**src/rtl/keypad_entry_if.sv**
```systemverilog
// Committed-entry handshake between keypad_entry (master) and the transaction logic (slave).
interface keypad_entry_if #(
  parameter int unsigned DIGITS = 6
);
  logic                  entry_valid;
  logic [4*DIGITS-1:0]   entry_data;
  logic                  entry_ready;

  modport master (output entry_valid, output entry_data, input entry_ready);
  modport slave  (input entry_valid, input entry_data, output entry_ready);
endinterface

```
**src/rtl/keypad_entry.sv**
```systemverilog
// Keypad entry: decodes the cursor key on each select press, accumulates a BCD
// amount, and commits it over a valid/ready handshake on '#'.
module keypad_entry #(
  parameter int unsigned DIGITS = 6
) (
  input  logic                clk,
  input  logic                rst_n,
  input  logic [3:0]          cursor_x,
  input  logic [3:0]          cursor_y,
  input  logic                btn_sel,
  output logic                key_pulse,
  output logic [3:0]          key_code,
  output logic                err_pulse,
  output logic [3:0]          digit_cnt,
  output logic [4*DIGITS-1:0] amount_bcd,
  keypad_entry_if.master      entry
);

  typedef enum logic {ENTRY, HOLD} state_t;

  localparam logic [3:0] KEY_STAR  = 4'hA;
  localparam logic [3:0] KEY_HASH  = 4'hB;
  localparam logic [3:0] KEY_INVAL = 4'hF;
  localparam logic [3:0] MAX_CNT   = 4'(DIGITS);

  state_t                state_q, state_d;
  logic                  btn_sel_q;
  logic                  key_pulse_q, key_pulse_d;
  logic [3:0]            key_code_q, key_code_d;
  logic                  err_pulse_q, err_pulse_d;
  logic [3:0]            digit_cnt_q, digit_cnt_d;
  logic [4*DIGITS-1:0]   amount_q, amount_d;
  logic                  entry_valid_q, entry_valid_d;
  logic [4*DIGITS-1:0]   entry_data_q, entry_data_d;

  logic                  press;
  logic [3:0]            key;

  assign press = !btn_sel && btn_sel_q;

  always_comb begin
    key = KEY_INVAL;
    if (cursor_x <= 4'd2 && cursor_y <= 4'd3) begin
      case ({cursor_y[1:0], cursor_x[1:0]})
        4'b00_00: key = 4'd1;
        4'b00_01: key = 4'd2;
        4'b00_10: key = 4'd3;
        4'b01_00: key = 4'd4;
        4'b01_01: key = 4'd5;
        4'b01_10: key = 4'd6;
        4'b10_00: key = 4'd7;
        4'b10_01: key = 4'd8;
        4'b10_10: key = 4'd9;
        4'b11_00: key = KEY_STAR;
        4'b11_01: key = 4'd0;
        4'b11_10: key = KEY_HASH;
        default:  key = KEY_INVAL;
      endcase
    end
  end

  always_comb begin
    state_d       = state_q;
    key_pulse_d   = 1'b0;
    key_code_d    = key_code_q;
    err_pulse_d   = 1'b0;
    digit_cnt_d   = digit_cnt_q;
    amount_d      = amount_q;
    entry_valid_d = entry_valid_q;
    entry_data_d  = entry_data_q;

    if (state_q == HOLD && entry_valid_q && entry.entry_ready) begin
      entry_valid_d = 1'b0;
      state_d       = ENTRY;
    end

    // Press handling keys off the current state, so a press in the handshake cycle is still a HOLD press.
    if (press) begin
      key_pulse_d = 1'b1;
      key_code_d  = key;
      if (key == KEY_INVAL || state_q == HOLD) begin
        err_pulse_d = 1'b1;
      end else if (key == KEY_STAR) begin
        amount_d    = '0;
        digit_cnt_d = '0;
      end else if (key == KEY_HASH) begin
        if (digit_cnt_q == 4'd0) begin
          err_pulse_d = 1'b1;
        end else begin
          entry_data_d  = amount_q;
          entry_valid_d = 1'b1;
          amount_d      = '0;
          digit_cnt_d   = '0;
          state_d       = HOLD;
        end
      end else if (digit_cnt_q == MAX_CNT) begin
        err_pulse_d = 1'b1;
      end else if (!(key == 4'd0 && digit_cnt_q == 4'd0)) begin
        amount_d    = {amount_q[4*DIGITS-5:0], key};
        digit_cnt_d = digit_cnt_q + 4'd1;
      end
    end
  end

  always_ff @(posedge clk or negedge rst_n) begin
    if (!rst_n) begin
      state_q       <= ENTRY;
      btn_sel_q     <= 1'b1;
      key_pulse_q   <= 1'b0;
      key_code_q    <= 4'h0;
      err_pulse_q   <= 1'b0;
      digit_cnt_q   <= '0;
      amount_q      <= '0;
      entry_valid_q <= 1'b0;
      entry_data_q  <= '0;
    end else begin
      state_q       <= state_d;
      btn_sel_q     <= btn_sel;
      key_pulse_q   <= key_pulse_d;
      key_code_q    <= key_code_d;
      err_pulse_q   <= err_pulse_d;
      digit_cnt_q   <= digit_cnt_d;
      amount_q      <= amount_d;
      entry_valid_q <= entry_valid_d;
      entry_data_q  <= entry_data_d;
    end
  end

  assign key_pulse         = key_pulse_q;
  assign key_code          = key_code_q;
  assign err_pulse         = err_pulse_q;
  assign digit_cnt         = digit_cnt_q;
  assign amount_bcd        = amount_q;
  assign entry.entry_valid = entry_valid_q;
  assign entry.entry_data  = entry_data_q;

endmodule

```
**src/flat_wrapper.sv**
```systemverilog
// flat-port wrapper written by rule: the top's interface ports become plain ports
module keypad_entry_flat 
#(
  parameter int unsigned DIGITS = 6
)
  (clk, rst_n, cursor_x, cursor_y, btn_sel, key_pulse, key_code, err_pulse, digit_cnt, amount_bcd, entry_entry_valid, entry_entry_data, entry_entry_ready);
  keypad_entry_if #(.DIGITS(DIGITS)) entry_i ();
  input  logic clk;
  input  logic rst_n;
  input  logic [3:0] cursor_x;
  input  logic [3:0] cursor_y;
  input  logic btn_sel;
  output logic key_pulse;
  output logic [3:0] key_code;
  output logic err_pulse;
  output logic [3:0] digit_cnt;
  output logic [4*DIGITS-1:0] amount_bcd;
  output wire logic [$bits(entry_i.entry_valid)-1:0] entry_entry_valid;
  output wire logic [$bits(entry_i.entry_data)-1:0] entry_entry_data;
  input wire logic [$bits(entry_i.entry_ready)-1:0] entry_entry_ready;
  assign entry_entry_valid = entry_i.entry_valid;
  assign entry_entry_data = entry_i.entry_data;
  assign entry_i.entry_ready = entry_entry_ready;
  keypad_entry #(.DIGITS(DIGITS)) u_core (.clk(clk), .rst_n(rst_n), .cursor_x(cursor_x), .cursor_y(cursor_y), .btn_sel(btn_sel), .key_pulse(key_pulse), .key_code(key_code), .err_pulse(err_pulse), .digit_cnt(digit_cnt), .amount_bcd(amount_bcd), .entry(entry_i));
endmodule
```
**config.mk**
```make
export PLATFORM = sky130hd
export DESIGN_NAME = keypad_entry_flat
export DESIGN_NICKNAME = d
export VERILOG_FILES = /design/src/rtl/keypad_entry_if.sv /design/src/rtl/keypad_entry.sv /design/src/flat_wrapper.sv
export SDC_FILE = /design/constraint.sdc
export NUM_CORES = 1
export LEC_CHECK = 0
export CORE_ASPECT_RATIO = 0.5
export CORE_MARGIN = 2
export CORE_UTILIZATION = 30
export DETAILED_ROUTE_END_ITERATION = 12
export PLACE_DENSITY = 0.64
export SLEW_MARGIN = 20
export SYNTH_ARGS = -nofsm -noshare
export SYNTH_HDL_FRONTEND = slang
export SYNTH_SLANG_ARGS = --single-unit
```
**constraint.sdc**
```tcl
create_clock -name clk -period 6.9 [get_ports clk]
set_input_delay 1.035 -clock clk [delete_from_list [all_inputs] [get_ports clk]]
set_output_delay 1.035 -clock clk [all_outputs]
set_load 0.005 [all_outputs]
```
==> flow_metrics.env <==
export IMPL_status="finished clean"
export IMPL_vias_per_cell=4.97
export IMPL_yosysTopAreaCellShare_pct=53.6
export IMPL_synth_area_mm2=0.00280
export IMPL_die_w_um=141
export IMPL_path_cells="clkdlybuf4s50_1, inv_1, ha_1, mux4_2, or4_1, mux2i_4, or3_1, o21ai_0"
export IMPL_antenna_found_initial=0
export IMPL_setup_violations=0
export IMPL_synth_seq_area_share_pct=54.6
export IMPL_syn_nets=260
export IMPL_cts_tree="yes"
export IMPL_required_ps=7050
export IMPL_leakagePower_uw=0.00164
export IMPL_dp_cells=413
export IMPL_grt_pass1_vias=2059
export IMPL_hold_buffers=0
export IMPL_grt_start_max_net_pins=62
export IMPL_dieHeight_um=72.3
export IMPL_slew_headroom_pct=27.1
export IMPL_instances_no_fill=429
export IMPL_cts_made_buffers=9
export IMPL_p_clk_share_pct=45.3
export IMPL_initialDrtViolationCount=145
export IMPL_fp_row_count=24
export IMPL_drtAntennaViolNets=0
export IMPL_p_per_area_mw_per_mm2=233
export IMPL_wire_per_inst_um=15.3
export IMPL_power_switching_uw=206
export IMPL_grt_overflow_total=0
export IMPL_cts_setup_buffers=0
export IMPL_vias=2132
export IMPL_max_clock_freq_mhz=198
export IMPL_htree_levels=3
export IMPL_finClkSkew_ps=7.51
export IMPL_synth_most_common_cell="dfrtp_1"
export IMPL_drtPass1Iterations=4
export IMPL_clock_path_buffers=2
export IMPL_tightest_slew_ps=1090
export IMPL_synth_largest_area_cell="dfrtp_1"
export IMPL_hold_viol_final=0
export IMPL_period_share_pct=73.1
export IMPL_ys_top_cells_by_area="dfrtp_1 54%, mux2_2 11%, o31ai_1 6.4%"
export IMPL_crit_fanout=27
export IMPL_core_mm2=0.00889
export IMPL_hp_class="reg2reg"
export IMPL_cts_root_buf="clkbuf_16"
export IMPL_fillers=809
export IMPL_peakVddDrop_mv=0.113
export IMPL_cts_sinks=61
export IMPL_ys_warn_count=0
export IMPL_route_detailed_drc=0
export IMPL_synth_edf_count=0
export IMPL_cts_resized=0
export IMPL_setup_tns_final_ps=0
export IMPL_netlist_instances=241
export IMPL_drive_gt1_share_pct=15.7
export IMPL_die_area_mm2=0.0102
export IMPL_routed_wirelength_um=6560
export IMPL_critPathLaunchType="input pin"
export IMPL_cp_top_family="simple AND/OR/NAND/NOR gates"
export IMPL_gp_congestion=0.729
export IMPL_path_clk_slew_ps=50
export IMPL_p_int_uw=689
export IMPL_synth_cell_types=36
export IMPL_port_buffers=70
export IMPL_timing_final_max_slew_violations=0
export IMPL_path_buf_inv=2
export IMPL_async_reset_ff_share_pct=100
export IMPL_grt_pass1_wl_um=10900
export IMPL_ys_flop_type="dfrtp_1"
export IMPL_ys_ff_latch=61
export IMPL_post_dp_hpwl_um=4520
export IMPL_fin_nets=326
export IMPL_crit_slowest_cell="or4_1"
export IMPL_syn2layout_area_growth_pct=37.3
export IMPL_end_kind="flop"
export IMPL_pwr_share_comb_pct=10.7
export IMPL_io_pins=71
export IMPL_synthTopCellsByCount="60 x dfrtp_1, 28 x mux2_2, 28 x nand2_1, 24 x o31ai_1, 20 x o21ai_0"
export IMPL_power_frac_seq_pct=44.1
export IMPL_cap_violations=0
export IMPL_critPathKind="in2reg"
export IMPL_track_usage_pct=13.6
export IMPL_post_route_min_period_ps=5050
export IMPL_clkLatencyLatePin_ps=320
export IMPL_syn_avg_cell_area_um2=11.6
export IMPL_switching_share_pct=23.0
export IMPL_n_antenna_cell=0
export IMPL_initial_core_util_pct=31.5
export IMPL_rsz0062_at_grt="false"
export IMPL_cp_slowest_stage_delay_ps=960
export IMPL_arrival_ps=5200
## cell type report
cell class                 instances  area [um^2]  area share [%]
clock buffer                      14          264            6.87
clock inverter                     2         10.0           0.260
inverter                           5         18.8           0.488
multi-input combinational        158         1170            30.4
sequential                        61         1530            39.7
tap                              117          146            3.81
timing repair buffer              72          711            18.5
## per-stage QoR
step	worst slack, ps	total power [uW]	hold WS [ps]	utilization, %	instance area (um^2)
5_1_grt	1610	940	517	43.3	3840
2_1_floorplan	3240	435	473	-	2800
6_report	1850	895	488	43.3	3840
3_3_place_gp	1820	491	469	40.2	3570
4_1_cts	1910	911	494	43.3	3840
3_5_place_dp	1590	495	484	40.2	3570
## power groups by stage
stage | logic (uW) | registers [uW] | clock network (uW)
after floorplan | 39.9 | 395 | 0
after global placement | 92.1 | 399 | 0
after detailed placement | 95.7 | 400 | 0
after CTS | 97.2 | 394 | 419
after global routing | 108 | 397 | 436
final | 95.6 | 394 | 405
## state kept, by name (all words and copies together) (netlist names)
name / flops
u_core.err_pulse: 1
u_core.key_code: 4
u_core.state_q: 1
u_core.entry.entry_data: 24
u_core.digit_cnt: 4
u_core.btn_sel_q: 1
u_core.amount_bcd: 24
u_core.key_pulse: 1
u_core.entry.entry_valid: 1
## layer usage
| layer | up-vias | part of all wire (%) | global-route usage (%) | routed length, um |
|---|---|---|---|---|
| li1 | 1000 | - | - | - |
| met1 | 1069 | 44 | 17.1 | 2920 |
| met2 | 56 | 50 | 22.4 | 3260 |
| met3 | 7 | 4.5 | 4.09 | 294 |
| met4 | 0 | 1.3 | 5.44 | 82 |
| met5 | - | 0 | 0 | 0 |
## path summary, 6_finish.rpt
| kind | from | endpoint | slack (ps) | depth (start not counted) |
|---|---|---|---|---|
| worst max-delay path | cursor_x[1] | u_core.amount_bcd[10] | 1850 | 8 |
| worst min-delay path | u_core.entry.entry_data[18] | u_core.entry.entry_data[18] | 490 | 1 |
| worst max register to register | u_core.digit_cnt[0] | u_core.amount_bcd[10] | 3560 | 7 |
| worst min register to register | u_core.entry.entry_data[18] | u_core.entry.entry_data[18] | 490 | 1 |
| max in group asynchronous | rst_n | u_core.entry.entry_data[11] | 5510 | 2 |
| min in group asynchronous | rst_n | u_core.key_pulse | 870 | 2 |
## layout by cell type, fill, tap and decap left out, types with 6 or more instances in the layout
cell	instances
o21ai_1	6
ha_1	7
o21ai_0	20
clkbuf_16	9
dfrtp_1	60
nand2_1	28
clkdlybuf4s50_1	69
nor2_1	6
mux2_2	28
o31ai_1	24
## worst reg2reg max path, cell delays in order (launching register included)
cell     delay [ps]
dfrtp_1         420
inv_1           120
ha_1            150
nor3b_1         490
nand4_1         190
nor2_2          870
or3_1           700
o21ai_0         240
## kinds of logic (layout without fill, tap and decap cells)
logic type | count (synthesis) | after routing | share of synthesized area (%)
buffers and inverters | 22 | 93 | 3.84
adders and majority gates | 7 | 7 | 3.13
and+or+nand+nor | 57 | 57 | 10.2
muxes | 36 | 36 | 15.1
DFF | 61 | 61 | 54.6
AOI/OAI and AO/OA | 58 | 58 | 13.1
Note: power is estimated with default switching activity, not from simulation.
